`src/rtl/vending_machine_gen.sv`:
```
// Parametrised vending controller: per-channel price and stock tables, credit with
// overflow rejection, quarter-by-quarter change return and optional auto change.
module vending_machine_gen #(
    parameter int unsigned                  NUM_PROD    = 4,
    parameter int unsigned                  CREDIT_W    = 12,
    parameter int unsigned                  CREDIT_MAX  = 1000,
    parameter int unsigned                  STOCK_W     = 4,
    parameter int unsigned                  STOCK_INIT  = 10,
    parameter int unsigned                  STOCK_MAX   = 15,
    parameter logic [NUM_PROD*CREDIT_W-1:0] PRICES      = {12'd200, 12'd150, 12'd75, 12'd25},
    parameter bit                           AUTO_CHANGE = 1'b0
) (
    input  logic                clk,
    input  logic                rst_n,
    input  logic                coin_q,
    input  logic                coin_d,
    input  logic [NUM_PROD-1:0] select,
    input  logic                buy,
    input  logic                refund,
    input  logic [NUM_PROD-1:0] load,
    output logic [CREDIT_W-1:0] credit,
    output logic [NUM_PROD-1:0] dispense,
    output logic                change_q,
    output logic [NUM_PROD-1:0] out_of_stock,
    output logic                busy,
    output logic                coin_reject,
    output logic                vend_fail
);
    typedef enum logic [1:0] {StIdle, StVend, StChange} state_e;

    state_e              state_q, state_d;
    logic [CREDIT_W-1:0] credit_q, credit_d;
    logic [STOCK_W-1:0]  stock_q [NUM_PROD];
    logic [STOCK_W-1:0]  stock_d [NUM_PROD];
    logic [NUM_PROD-1:0] dispense_q, dispense_d, oos_q;
    logic                chg_q, chg_d, busy_q, reject_q, reject_d, fail_q, fail_d;
    logic                coin_q_h, coin_d_h, buy_h, refund_h;
    logic                coin_q_e, coin_d_e, buy_e, refund_e, coin_e;
    logic [CREDIT_W-1:0] price_sel;
    logic                stock_ok, vend_ok;
    logic [31:0]         run;

    assign coin_q_e = coin_q & ~coin_q_h;
    assign coin_d_e = coin_d & ~coin_d_h;
    assign buy_e    = buy & ~buy_h;
    assign refund_e = refund & ~refund_h;
    assign coin_e   = coin_q_e | coin_d_e;

    always_comb begin
        price_sel = '0;
        stock_ok  = 1'b0;
        for (int unsigned i = 0; i < NUM_PROD; i++) begin
            if (select[i]) begin
                price_sel = PRICES[i*CREDIT_W +: CREDIT_W];
                stock_ok  = (stock_q[i] != '0);
            end
        end
        vend_ok = buy_e && $onehot(select) && stock_ok && (credit_q >= price_sel);
    end

    always_comb begin
        state_d    = state_q;
        credit_d   = credit_q;
        stock_d    = stock_q;
        dispense_d = '0;
        chg_d      = 1'b0;
        reject_d   = 1'b0;
        fail_d     = 1'b0;
        run        = '0;
        unique case (state_q)
            StIdle: begin
                if (refund_e) begin
                    state_d  = StChange;
                    reject_d = coin_e;
                end else begin
                    if (vend_ok) begin
                        credit_d   = credit_q - price_sel;
                        dispense_d = select;
                        state_d    = StVend;
                        for (int unsigned i = 0; i < NUM_PROD; i++) begin
                            if (select[i]) stock_d[i] = stock_q[i] - STOCK_W'(1);
                        end
                    end else if (buy_e) begin
                        fail_d = 1'b1;
                    end
                    // Coins are judged against the credit left after a same-cycle vend.
                    run = 32'(credit_d);
                    if (coin_d_e) begin
                        if (run + 32'd100 <= CREDIT_MAX) run = run + 32'd100;
                        else reject_d = 1'b1;
                    end
                    if (coin_q_e) begin
                        if (run + 32'd25 <= CREDIT_MAX) run = run + 32'd25;
                        else reject_d = 1'b1;
                    end
                    credit_d = CREDIT_W'(run);
                end
            end
            StVend: begin
                reject_d = coin_e;
                state_d  = (AUTO_CHANGE && credit_q != '0) ? StChange : StIdle;
            end
            StChange: begin
                reject_d = coin_e;
                if (credit_q == '0) begin
                    state_d = StIdle;
                end else if (!chg_q) begin
                    chg_d    = 1'b1;
                    credit_d = credit_q - CREDIT_W'(25);
                end
            end
            default: state_d = StIdle;
        endcase
        // Restock is applied last so it overrides a same-cycle vend decrement.
        for (int unsigned i = 0; i < NUM_PROD; i++) begin
            if (load[i]) stock_d[i] = STOCK_W'(STOCK_MAX);
        end
    end

    always_ff @(posedge clk or negedge rst_n) begin
        if (!rst_n) begin
            state_q    <= StIdle;
            credit_q   <= '0;
            dispense_q <= '0;
            chg_q      <= 1'b0;
            oos_q      <= '0;
            busy_q     <= 1'b0;
            reject_q   <= 1'b0;
            fail_q     <= 1'b0;
            coin_q_h   <= 1'b1;
            coin_d_h   <= 1'b1;
            buy_h      <= 1'b1;
            refund_h   <= 1'b1;
            for (int unsigned i = 0; i < NUM_PROD; i++) stock_q[i] <= STOCK_W'(STOCK_INIT);
        end else begin
            state_q    <= state_d;
            credit_q   <= credit_d;
            dispense_q <= dispense_d;
            chg_q      <= chg_d;
            busy_q     <= (state_d != StIdle);
            reject_q   <= reject_d;
            fail_q     <= fail_d;
            coin_q_h   <= coin_q;
            coin_d_h   <= coin_d;
            buy_h      <= buy;
            refund_h   <= refund;
            stock_q    <= stock_d;
            for (int unsigned i = 0; i < NUM_PROD; i++) oos_q[i] <= (stock_q[i] == '0);
        end
    end

    assign credit       = credit_q;
    assign dispense     = dispense_q;
    assign change_q     = chg_q;
    assign out_of_stock = oos_q;
    assign busy         = busy_q;
    assign coin_reject  = reject_q;
    assign vend_fail    = fail_q;
endmodule

```
`config.mk`:
```
export PLATFORM = sky130hd
export DESIGN_NAME = vending_machine_gen
export DESIGN_NICKNAME = d
export VERILOG_FILES = /design/src/rtl/vending_machine_gen.sv
export SDC_FILE = /design/constraint.sdc
export NUM_CORES = 1
export LEC_CHECK = 0
export ABC_AREA = 1
export BUFFER_PORTS_ARGS = -buffer_cell sky130_fd_sc_hd__buf_2
export CAP_MARGIN = 15
export CELL_PAD_IN_SITES_DETAIL_PLACEMENT = 2
export CELL_PAD_IN_SITES_GLOBAL_PLACEMENT = 2
export CORE_MARGIN = 1.5
export CORE_UTILIZATION = 34
export CTS_CLUSTER_DIAMETER = 100
export CTS_CLUSTER_SIZE = 16
export DETAILED_ROUTE_END_ITERATION = 10
export GPL_TIMING_DRIVEN = 0
export HOLD_SLACK_MARGIN = 0.08
export PLACE_DENSITY = 0.85
export SYNTH_ARGS = -nofsm -noshare
export SYNTH_HDL_FRONTEND = slang
export SYNTH_SLANG_ARGS = --single-unit
```
`constraint.sdc`:
```
create_clock -name clk -period 5.5 [get_ports clk]
set_input_delay 1.1 -clock clk [delete_from_list [all_inputs] [get_ports clk]]
set_output_delay 1.1 -clock clk [all_outputs]
set_load 0.02 [all_outputs]
```
* After elaboration in Yosys (flattened, before gate mapping)
Cells that the tools add are included.
** Storage, ports and cells
- Flip-flop bits (word level) :: 46
- Word-level logic and storage cells :: 134
** Operators by class
- Add/subtract/negate cells :: 11
- $lt $le $gt $ge :: 3
- Equal/unequal tests :: 10
- Multiplexer cells :: 52
- Bitwise gates (word level) :: 9
- Reductions and logical operators :: 33
** Operators with widths (count)
- 12-bit two-way mux :: 10
- 32-bit by 10-bit less-or-equal comparator with 1-bit output, second input constant :: 2
- 32-bit two-way mux :: 2
- 16-bit two-way mux :: 3
- 4-bit two-way mux :: 11
- 32-bit by 5-bit adder with 32-bit output, second input constant :: 1
- 2-bit nonzero test :: 14
- 13-bit two-way mux :: 2
- 12-bit one-hot mux with 2 select lines :: 1
- 4-bit AND reduction :: 5
- 4-bit logical NOT :: 4
- 1-bit two-way mux :: 16
- 4-bit nonzero test :: 4
- 4-bit by 1-bit subtractor with 4-bit output, second input constant :: 4
- 2-bit inequality test, second input constant :: 7
- 12-bit by 7-bit adder with 13-bit output, second input constant :: 1
- 12-bit >= comparator :: 1
- 12-bit logical NOT :: 1
- 12-bit subtractor :: 1
- 12-bit by 5-bit subtractor with 12-bit output, second input constant :: 1
- 7-bit two-way mux :: 1
- 2-bit two-way mux :: 3
- 5-bit two-way mux :: 1
- 1-bit by 1-bit adder with 2-bit output :: 2
- other kinds (12) :: 20

* Depth between registers and ports, before layout
Gate-level depths: netlist of run 1.
- Depth after elaboration :: 22
- Mapped depth :: 41
- Mapped depth without buffers :: 39

* Worst setup path before layout of run 1
Ideal clock, no wire load.
- Path type :: input port to flip-flop
- Start point :: input select[0]
- End point :: register credit_q[8], in the netlist credit[8]
- Data arrival time :: 5.358 ns
- Data required time :: 5.383 ns
- Path slack :: 0.025 ns
- Stages :: 36
- Cell sequence :: inv_1 -> fa_1 -> inv_1 -> ha_1 -> ha_1 -> nor2_1 -> nand3_1 -> a21oi_2 -> nand3_4 -> buf_6 -> o21ai_0 -> inv_1 -> ha_1 -> nand2_1 -> nand2_1 -> nand2_1 -> nand3_1 -> nor2_2 -> nand2_4 -> nand3_4 -> buf_6 -> nand2_1 -> nand2_2 -> nor2_1 -> a21oi_2 -> nand2_1 -> nand2_1 -> nand2_1 -> nor2_2 -> nand3_2 -> nor2_4 -> nand2_1 -> nand2_1 -> nand3_1 -> nand2_1 -> nand2_1
** Between the ends
- Cells in the longest elaborated chain, start to end :: 21
- Elaborated cells on any way between the ends :: 31
** RTL lines
- from (decl) :: line 17 : input logic [NUM_PROD-1:0] select,
- 5-bit two-way mux, or another cell as far along :: line 53 : if (select[i]) begin
- 7-bit two-way mux, or another cell as far along :: line 53
- 12-bit two-way mux, or another cell as far along (2 in a row) :: line 53
- 12-bit >= comparator / 1-bit logical AND (equally long branches) :: line 58 : vend_ok = buy_e && $onehot(select) && stock_ok && (credit_q >= price_sel);
- 1-bit logical AND :: line 58
- 12-bit two-way mux * :: line 76 : if (vend_ok) begin
- 12-bit two-way mux * :: line 72 : if (refund_e) begin
- 12-bit two-way mux * :: line 70 : unique case (state_q)
- [... 4 more ...]
- 32-bit two-way mux * :: line 72
- 32-bit two-way mux * :: line 70
- 32-bit by 5-bit adder with 32-bit output :: line 93 : if (run + 32'd25 <= CREDIT_MAX) run = run + 32'd25;
- 32-bit by 10-bit less-or-equal comparator with 1-bit output :: line 93
- 12-bit two-way mux :: line 93
- 12-bit two-way mux * :: line 92 : if (coin_q_e) begin
- 12-bit two-way mux * :: line 72
- 12-bit one-hot mux with 2 select lines * :: line 70
- to (signal assigned) :: line 137 : credit_q <= credit_d;
- to (decl) :: line 32 : logic [CREDIT_W-1:0] credit_q, credit_d;
Every way passes the cells marked *; elsewhere a longest branch is shown, timed or not. The select of a mux whose other input is x is not followed.
A chain may end at the register's enable or synchronous reset.

* Final worst setup path of run 1
- Start point :: input select[1]
- End point :: register credit_q[2], in the netlist credit[2]
** Between the ends
- Cells in the longest elaborated chain, start to end :: 21
- Elaborated cells on any way between the ends :: 29
** RTL lines
- parallel branches: the longest is 6 deep, another holds 12-bit >= comparator
- 12-bit two-way mux * :: line 76
- 12-bit two-way mux * :: line 72
- 12-bit two-way mux * :: line 70
- 12-bit by 7-bit adder with 13-bit output :: line 89 : if (run + 32'd100 <= CREDIT_MAX) run = run + 32'd100;
- 32-bit by 10-bit less-or-equal comparator with 1-bit output :: line 89
- 13-bit two-way mux :: line 89
- 13-bit two-way mux * :: line 88 : if (coin_d_e) begin
- 32-bit two-way mux * :: line 72
- 32-bit two-way mux * :: line 70
- 32-bit by 5-bit adder with 32-bit output :: line 93
- 32-bit by 10-bit less-or-equal comparator with 1-bit output :: line 93
- 12-bit two-way mux :: line 93
- 12-bit two-way mux * :: line 92
- 12-bit two-way mux * :: line 72
- 12-bit one-hot mux with 2 select lines * :: line 70
Mark *: on every way between the ends. The select of a mux whose other input is x is not followed.

==> impl_metrics.tcl, run 1 <==
set metrics [dict create \
    syn_area_um2 4250 \
    cts_tree "done" \
    clkTransAtPathRegs_ns 0.09 \
    final-max-slew-violation-count 0 \
    switching_share_pct 60.0 \
    p_int_w 0.00170 \
    die_x_um 115 \
    hold_path_class "reg2reg" \
    crit_path_start_kind "input pin" \
    ys_seq_area_share_pct 27.5 \
    synth_area_per_cell_um2 6.61 \
    portBuffers 37 \
    synth_enable_flop_cells 0 \
    powerDensity_nw_per_um2 706 \
    clock-root-buffer "clkbuf_16" \
    worst_slack_ns -0.784 \
    seqPwrFrac_pct 12.3 \
    rsz0062_at_grt "true" \
    required_ns 5.72 \
    synth_cell_types 39 \
    rows 40 \
    drtIter0Drc 477 \
    crit_type "in2reg" \
    status "complete, but fails checks" \
    violations "setup timing" \
    dieArea_um2 13200 \
    crit_arrival_ns 6.51 \
    nNetsFinal 788 \
    pwr-share-comb_pct 78.9 \
    cts_max_path_buffers 2 \
    slowest_stage "ha_1" \
    gp_congestion 0.856 \
    ys.warnings.count 0 \
    synth_top_family_by_area "simple AND/OR/NAND/NOR gates" \
    slew_headroom_pct 34.4 \
    tightestPinTransition_ns 0.980 \
    vias 5406 \
    core_um2 12100 \
    synth_compound_area_share_pct 11.4 \
    grt_max_degree 47 \
    fin_crit_sh_pct 114 \
    drtAntennaViolNets 0 \
    synthAdderAreaFrac_pct 8.31 \
    synth_cells 642 \
    firstDrtPassIters 5 \
    synthArstFlopShare_pct 100 \
    ff_latch_area_um2 1170 \
    drive_above_1_share_pct 38.4 \
    synth.largest_area_cell "dfrtp_1" \
    routed_wl_mm 27.5 \
    synth_xor_area_share_pct 1.65 \
    leakage_nw 3.01 \
    yosys.area_share.simple_pct 40.6 \
    synth_fp_nets 683 \
    syn2layout_area_growth_pct 42.1 \
    start_util_pct 35.1 \
    synth_flop_cell "dfrtp_1" \
    max-vdd-ir-drop_uv 257 \
    path_buf_inv 6 \
    ys_ff_latch 46 \
    dp_hpwl_mm 11.8 \
    critical-path-top-delay-family "simple AND/OR/NAND/NOR gates" \
    io_pins 38 \
    vias_per_cell 5.90 \
    postLayoutCoreUtil_pct 49.8 \
    final-hold-violation-count 0 \
    ys_top_cells_by_area "dfrtp_1 (20%), nand2_1 (16%), inv_1 (8.8%), dfstp_2 (7.4%), ha_1 (7.4%)" \
    cpMostUsedCell "nand2_2" \
    maxCapViolCount 0 \
    finalSetupTns_ns -8.43 \
    ctsHoldBuffers 0 \
    p_sw_w 0.00256 \
    synthMuxAreaShare_pct 0 \
    grt_pass1_vias 5782 \
    worstSkewPairLatency_ns 0.33 \
    htreeDepth 2 \
    die_h_um 115 \
    critPathMaxFanout 7 \
    grt_overflow_total 0 \
    max_freq_mhz 159 \
    drc 0 \
    multi_input_comb_area_um2 3270 \
    max_stage_delay_ns 0.40 \
    n_antenna_cell 0 \
    cp-end-kind "flip-flop" \
    grt_pass1_wl_mm 34.0 \
    dpl_worst_slack_ns -1.42 \
    cts_inserted_buffers 5 \
    nFillCells 1387 \
    grt_usage_pct 34.6 \
    clock-sinks 46 \
    antenna_found_initial 0 \
    route.detailed.wl_per_inst_um 30.0 \
    clkPwrFrac_pct 8.8 \
    setup_violations 12 \
    clock_skew_ns 0.0233 \
    synth_top_area_share_pct 20.0 \
    period_minus_slack_ns 6.28 \
]
cells in the mapped netlist (4+ instances only):
library cell,n
a21oi_1,24
inv_2,6
ha_1,25
a31oi_1,5
nor2_2,10
a21o_1,4
nand2_1,183
nand2_2,21
dfrtp_1,34
o21ai_2,4
nor2_1,58
dfstp_2,12
nand3_1,50
nor2_4,4
nor3_1,5
o21ai_0,28
xor2_1,8
inv_1,100
nand3_2,6
nand4_1,20
power groups by stage:
stage	clock [W]	sequential [W]	combinational (W)
floorplan	0	0.000543	0.00135
global placement	0	0.000499	0.00182
detailed placement	0	0.000503	0.00195
CTS	0.000368	0.000503	0.00244
global route	0.000392	0.000523	0.00348
finish	0.000376	0.000524	0.00336
per-stage QoR:
step | cells | cell area [um2] | total power (W) | hold slack (ns)
finish | 916 | 6030 | 0.00426 | 0.541
floorplan | 642 | 4250 | 0.00189 | 0.461
global placement | 847 | 4640 | 0.00232 | 0.446
detailed placement | 847 | 4640 | 0.00245 | 0.442
CTS | 896 | 5530 | 0.00331 | 0.521
global route | 916 | 6030 | 0.00439 | 0.548
cells in the final DEF (no fill, tap or decap), types with 2 or more instances in the layout:
| master | count |
|---|---|
| nor2_4 | 17 |
| or2_2 | 2 |
| buf_6 | 12 |
| nor2_1 | 47 |
| xor2_1 | 8 |
| a21o_1 | 4 |
| buf_4 | 47 |
| nor3b_1 | 2 |
| inv_2 | 14 |
| a31oi_1 | 5 |
| clkbuf_1 | 4 |
| nand3_1 | 33 |
| dfstp_2 | 12 |
| dfrtp_1 | 34 |
| nor2_2 | 9 |
| inv_1 | 89 |
| a21oi_4 | 3 |
| nand3_2 | 15 |
| ha_4 | 5 |
| buf_8 | 4 |
| a22oi_2 | 3 |
| ha_1 | 17 |
| o21ai_4 | 6 |
| buf_16 | 2 |
| buf_2 | 35 |
| nand4_1 | 20 |
| nand2_4 | 17 |
| o21ai_0 | 23 |
| nand2_2 | 49 |
| nand2_1 | 139 |
| nand3b_1 | 2 |
| a21oi_1 | 20 |
| nand3_4 | 12 |
| ha_2 | 3 |
| o211ai_1 | 3 |
| a21oi_2 | 4 |
| clkbuf_16 | 5 |
| o21ai_1 | 4 |
| nor3_1 | 4 |
path summary, 6_finish.rpt:
check / depth (start not counted) / startpoint / slack (ns) / end
setup reg to reg: 34 / credit[0] / -0.14 / credit[2]
hold reg to reg: 1 / stock_q[11] / 0.54 / stock_q[11]
max in group asynchronous: 2 / rst_n / 4.03 / buy_h
hold / removal: 1 / stock_q[11] / 0.54 / stock_q[11]
min in group asynchronous: 1 / rst_n / 0.82 / credit[7]
setup / recovery: 35 / select[1] / -0.78 / credit[2]
repair_timing:
action / in CTS / in global routing
cloned: 3 / 0
pin swaps: 43 / 57
setup buffers: 39 / 20
gates resized for setup: 100 / 92
endpoints found under the setup margin: 12 / 12
routing by layer:
metal / vias up / wire [um] / track usage, %
li1: 2277 / - / -
met1: 2761 / 10600 / 39.9
met2: 264 / 13800 / 63.6
met3: 104 / 1710 / 6.06
met4: 0 / 1360 / 13.7
met5: - / 0 / 0
layout make-up:
cell class                 instances  share of cell area (%)
multi-input combinational        484                    54.2
sequential                        46                    19.3
timing repair buffer              96                    12.3
inverter                         106                    6.84
tap                              168                    3.48
clock buffer                       6                    2.14
buffer                             8                    1.08
clock inverter                     2                   0.622
sequential cells by signal, summed over array words and instances, names as in the netlist:
name,count
busy,1
state_q,2
stock_q,16
coin_d_h,1
buy_h,1
coin_reject,1
out_of_stock,4
credit,12
refund_h,1
change_q,1
vend_fail,1
coin_q_h,1
dispense,4
cells by family (layout without fill, tap and decap cells):
group,count (synthesis),after routing
buffers and inverters,114,218
AND/OR/NAND/NOR,368,370
adder cells (fa/ha/maj),27,27
flip-flops,46,46
XOR/XNOR,8,8
AO/OA/AOI/OAI,79,79
Note: power is estimated with default switching activity, not from simulation.
==> run 2: changes to the inputs <==
--- a/config.mk
+++ b/config.mk
@@ -17,7 +17,7 @@
 export DETAILED_ROUTE_END_ITERATION = 10
 export GPL_TIMING_DRIVEN = 0
 export HOLD_SLACK_MARGIN = 0.08
-export PLACE_DENSITY = 0.85
+export PLACE_DENSITY = 0.78
 export SYNTH_ARGS = -nofsm -noshare
 export SYNTH_HDL_FRONTEND = slang
 export SYNTH_SLANG_ARGS = --single-unit
==> run 2 against run 1 <==
Net effect:
- the flow still finishes with violations (setup timing)
- via count shrank 1.8%
- largest cell class unchanged
- hold slack worse by 0.010 ns
- sequential share of layout area is 0.28 points higher
- core utilization fell by 0.70 points
- critical path type unchanged
- largest power group unchanged
- first-iteration DRC count decreased by 22%
- critical path depth unchanged
- routed wire length shrank 8.0%
==> impl_metrics.tcl, run 2 (synthesized netlist as in run 1, its figures left out) <==
set metrics [dict create \
    max-vdd-ir-drop_uv 225 \
    crit_path_start_kind "input pin" \
    cts_max_path_buffers 2 \
    grt_overflow_total 0 \
    cts_tree "done" \
    tightestPinTransition_ns 0.766 \
    clkTransAtPathRegs_ns 0.09 \
    hp-start "stock_q[7]" \
    crit_arrival_ns 6.46 \
    worst_slack_ns -0.740 \
    critical-path-top-delay-family "simple AND/OR/NAND/NOR gates" \
    drtIter0Drc 370 \
    die_h_um 115 \
    holdPathEnd "stock_q[7]" \
    clock_skew_ns 0.0212 \
    slew_headroom_pct 48.7 \
    maxCapViolCount 0 \
    setup_violations 12 \
    n_antenna_cell 0 \
    vias 5307 \
    final_common_cell "nand2_1" \
    antenna_found_initial 0 \
    hold_slack_ns 0.531 \
    status "complete, but fails checks" \
    crit_type "in2reg" \
    dpl_worst_slack_ns -1.49 \
    grt_pass1_wl_mm 29.6 \
    cpMostUsedCell "nand2_1" \
    path_buf_inv 3 \
    syn2layout_area_growth_pct 40.1 \
    placedCellCount 847 \
    layout_common_cells "nand2_1 (144), inv_1 (88), buf_4 (52)" \
    slowest_stage "ha_1" \
    final-max-slew-violation-count 0 \
    vias_per_cell 5.77 \
    grt_pass1_vias 5315 \
    critPathMaxFanout 9 \
    rsz0062_at_grt "true" \
    portBuffers 37 \
    max_freq_mhz 160 \
    clock-root-buffer "clkbuf_16" \
    ctsHoldBuffers 0 \
    reg2reg_depth 34 \
    final_cells 919 \
    whs_path_depth 1 \
    grt_max_degree 47 \
    drive_above_1_share_pct 37.3 \
    cts_inserted_buffers 5 \
    nNetsFinal 791 \
    max_stage_delay_ns 0.35 \
    grt_usage_pct 29.4 \
    clock-sinks 46 \
    final_area_um2 5950 \
    largest_reg_flops 16 \
    top_register "stock_q" \
    drtAntennaViolNets 0 \
    r2r_end "credit[8]" \
    io_pins 38 \
    required_ns 5.72 \
    hold_path_class "reg2reg" \
    gp_congestion 0.789 \
    r2r_slack_ns -0.03 \
    leakage_nw 3.00 \
    drc 0 \
    fin_crit_sh_pct 113 \
    die_x_um 115 \
    dp_hpwl_mm 11.5 \
    violations "setup timing" \
    cp-end-kind "flip-flop" \
    firstDrtPassIters 7 \
    route.detailed.wl_per_inst_um 27.5 \
    powerDensity_nw_per_um2 687 \
    rows 40 \
    fin_total_pwr_w 0.00409 \
    dieArea_um2 13200 \
    worstSkewPairLatency_ns 0.33 \
    rr_startpoint "credit[0]" \
    place_area_um2 4640 \
    routed_wl_mm 25.3 \
    core_um2 12100 \
    final-hold-violation-count 0 \
    start_util_pct 35.1 \
    htreeDepth 2 \
    period_minus_slack_ns 6.24 \
]
-- run 2: cell count changes in the layout (fill, tap and decap cells not counted), sizes merged --
cell | previous run | this run
buf | 101 | 104
inv | 106 | 108
bufinv | 1 | 0
nand3 | 60 | 59
-- run 2: cell type report --
cell class	instances	area [um2]
fillers	1418	6160
multi-input cells	483	3180
flip-flops and latches	46	1170
repair buffers	100	759
inverters	106	418
well taps	168	210
clock buffers	5	125
plain buffers	8	61.3
clock inverters	3	27.5
-- run 2: worst max-delay path by stage --
| stage | from | end | slack, ns | depth (start not counted) |
|---|---|---|---|---|
| after floorplan | select[0] | credit[8] | 0.03 | 36 |
| after global placement | select[3] | credit[8] | -1.27 | 37 |
| after detailed placement | select[3] | credit[8] | -1.49 | 37 |
| after CTS | select[1] | credit[8] | -0.02 | 37 |
| after global routing | select[2] | credit[8] | -0.95 | 35 |
| final | select[2] | credit[8] | -0.74 | 35 |
-- run 2: timing repair --
action,in CTS,in global routing
cloned,2,0
pin swaps,35,65
buffers inserted,30,31
endpoints found under the setup margin,12,12
gates resized for setup,80,92
-- run 2: per-stage QoR --
step / utilization [%] / TNS, ns
after CTS: 44.3 / -0.0212
final: 49.1 / -7.54
after global placement: 38.3 / -14.11
after detailed placement: 38.3 / -16.46
after floorplan: - / 0
after global routing: 49.1 / -9.79
-- run 2: power breakdown --
part | internal, W | leakage [nW] | switching [W] | total [W]
Combinational | 0.00106 | 2.39 | 0.00215 | 0.00321
Sequential | 0.000409 | 0.533 | 0.000109 | 0.000518
Clock | 0.000175 | 0.0723 | 0.000184 | 0.000358
-- run 2: metal layers --
layer  vias up  track usage, %  wire [um]
li1       2267               -          -
met3       114            3.90       1140
met4         0            12.3       1480
met2       222            54.3      13000
met1      2704            34.3       9710
met5         -               0          0
==> run 3: changes to the inputs <==
--- a/config.mk
+++ b/config.mk
@@ -18,6 +18,7 @@
 export GPL_TIMING_DRIVEN = 0
 export HOLD_SLACK_MARGIN = 0.08
 export PLACE_DENSITY = 0.78
+export RECOVER_POWER = 25
 export SYNTH_ARGS = -nofsm -noshare
 export SYNTH_HDL_FRONTEND = slang
 export SYNTH_SLANG_ARGS = --single-unit
==> run 3 against run 2 <==
Net effect:
- combinational power hardly changed
- critical path depth unchanged
- critical path type unchanged
- via count barely moved
- the flow finishes with violations (capacitance limit, slew limit, setup timing)
- register-to-register slack barely moved
- non-clock buffer count is the same
- sequential share of layout area is 0.062 points higher
- clock-buffer cell count unchanged
- sequential power about the same
- worst setup slack got worse by 0.021 ns
==> impl_metrics.tcl, run 3 (synthesized netlist as in run 1, its figures left out) <==
set metrics [dict create \
    violations "capacitance limit, slew limit, setup timing" \
    leakage_nw 2.98 \
    io_pins 38 \
    routed_wl_mm 25.4 \
    cp-end-kind "flip-flop" \
    cts_inserted_buffers 5 \
    maxCapViolCount 1 \
    max_stage_delay_ns 0.35 \
    htreeDepth 2 \
    max_freq_mhz 160 \
    hold_slack_ns 0.531 \
    grt_max_degree 47 \
    grt_overflow_total 0 \
    worst_slack_ns -0.761 \
    slew_headroom_pct -50.5 \
    period_minus_slack_ns 6.26 \
    nFillCells 1422 \
    status "complete, but fails checks" \
    setup_violations 12 \
    finalSetupTns_ns -7.72 \
    postLayoutCoreUtil_pct 49.0 \
    largest_reg_flops 16 \
    clock-root-buffer "clkbuf_16" \
    hold_path_class "reg2reg" \
    final-max-slew-violation-count 39 \
    dieArea_um2 13200 \
    required_ns 5.72 \
    rr_startpoint "credit[0]" \
    dp_hpwl_mm 11.5 \
    syn2layout_area_growth_pct 39.7 \
    ctsHoldBuffers 0 \
    r2r_end "credit[8]" \
    n_antenna_cell 0 \
    tightestPinTransition_ns 2.26 \
    whs_path_depth 1 \
    core_um2 12100 \
    max-vdd-ir-drop_uv 225 \
    crit_type "in2reg" \
    clock_skew_ns 0.0184 \
    grt_pass1_wl_mm 29.6 \
    fin_total_pwr_w 0.00409 \
    crit_arrival_ns 6.48 \
    antenna_found_initial 0 \
    worstSkewPairLatency_ns 0.32 \
    powerDensity_nw_per_um2 689 \
    drive_above_1_share_pct 36.8 \
    die_h_um 115 \
    final-hold-violation-count 0 \
    slowest_stage "ha_1" \
    route.detailed.wl_per_inst_um 27.7 \
    cts_max_path_buffers 2 \
    drtAntennaViolNets 0 \
    grt_pass1_vias 5315 \
    critPathMaxFanout 9 \
    dpl_worst_slack_ns -1.49 \
    crit_path_start_kind "input pin" \
    drc 0 \
    vias_per_cell 5.78 \
    holdPathEnd "stock_q[7]" \
    start_util_pct 35.1 \
    hp-start "stock_q[7]" \
    rsz0062_at_grt "true" \
    portBuffers 37 \
    drtIter0Drc 410 \
    clock-sinks 46 \
    die_x_um 115 \
    clkTransAtPathRegs_ns 0.09 \
    top_register "stock_q" \
    firstDrtPassIters 5 \
    reg2reg_depth 34 \
    fin_crit_sh_pct 114 \
    nNetsFinal 791 \
    grt_usage_pct 29.4 \
    gp_congestion 0.789 \
    final_common_cell "nand2_1" \
    rows 40 \
    layout_common_cells "nand2_1 (144), inv_1 (88), buf_4 (52)" \
    r2r_slack_ns -0.04 \
    cts_tree "done" \
    vias 5312 \
    cpMostUsedCell "nand2_1" \
]
==> run 3: cell count changes in the layout (fill, tap and decap cells not counted), sizes merged <==
cell and change:
clkbuf +3, buf -3
==> run 3: metrics by stage <==
step	cells	instance area (um2)
final	919	5930
after global routing	919	5930
after CTS	887	5370
after detailed placement	847	4640
after global placement	847	4640
after floorplan	642	4250
==> run 3: worst max path at each step <==
stage                     slack [ns]        end  cells past startpoint  startpoint
after floorplan                 0.03  credit[8]                     36   select[0]
after global placement         -1.27  credit[8]                     37   select[3]
after detailed placement       -1.49  credit[8]                     37   select[3]
after CTS                      -0.02  credit[8]                     37   select[1]
after global routing           -0.95  credit[8]                     35   select[2]
final                          -0.76  credit[8]                     35   select[2]
==> run 3: what timing repair did <==
item	4_1_cts	5_1_grt
buffers inserted	30	31
gates resized for setup	80	92
pin swaps	35	65
gates cloned	2	0
setup endpoints to repair	12	12
==> run 3: worst max-delay path, delay by kind of cell <==
| kind | cells | cell delay [ns] |
|---|---|---|
| buffers and inverters | 3 | 0.43 |
| adders and majority gates | 1 | 0.35 |
| and+or+nand+nor | 29 | 4.17 |
| AOI/OAI and AO/OA | 2 | 0.42 |
==> run 3: report_power, final <==
group / total (W) / internal, W / leakage, nW / switching [W]
Sequential: 0.000518 / 0.000408 / 0.531 / 0.000110
Clock: 0.000354 / 0.000175 / 0.0723 / 0.000179
Combinational: 0.00321 / 0.00105 / 2.38 / 0.00216
Total: 0.00409 / 0.00164 / 2.98 / 0.00245
==> run 3: area by class of cell <==
type                       count  area [um2]  area share, %
sequential                    46        1170           19.7
clock inverter                 3        27.5          0.464
inverter                     106         418           7.05
buffer                         8        61.3           1.03
multi-input combinational    483        3180           53.6
timing repair buffer         100         741           12.5
tap                          168         210           3.54
clock buffer                   5         125           2.11
==> run 3: per-layer routing <==
layer | track usage (%) | vias up | wire length (um)
met5 | 0 | - | 0
met1 | 34.3 | 2714 | 9830
li1 | - | 2270 | -
met4 | 12.3 | 0 | 1410
met3 | 3.90 | 102 | 1130
met2 | 54.3 | 226 | 13100
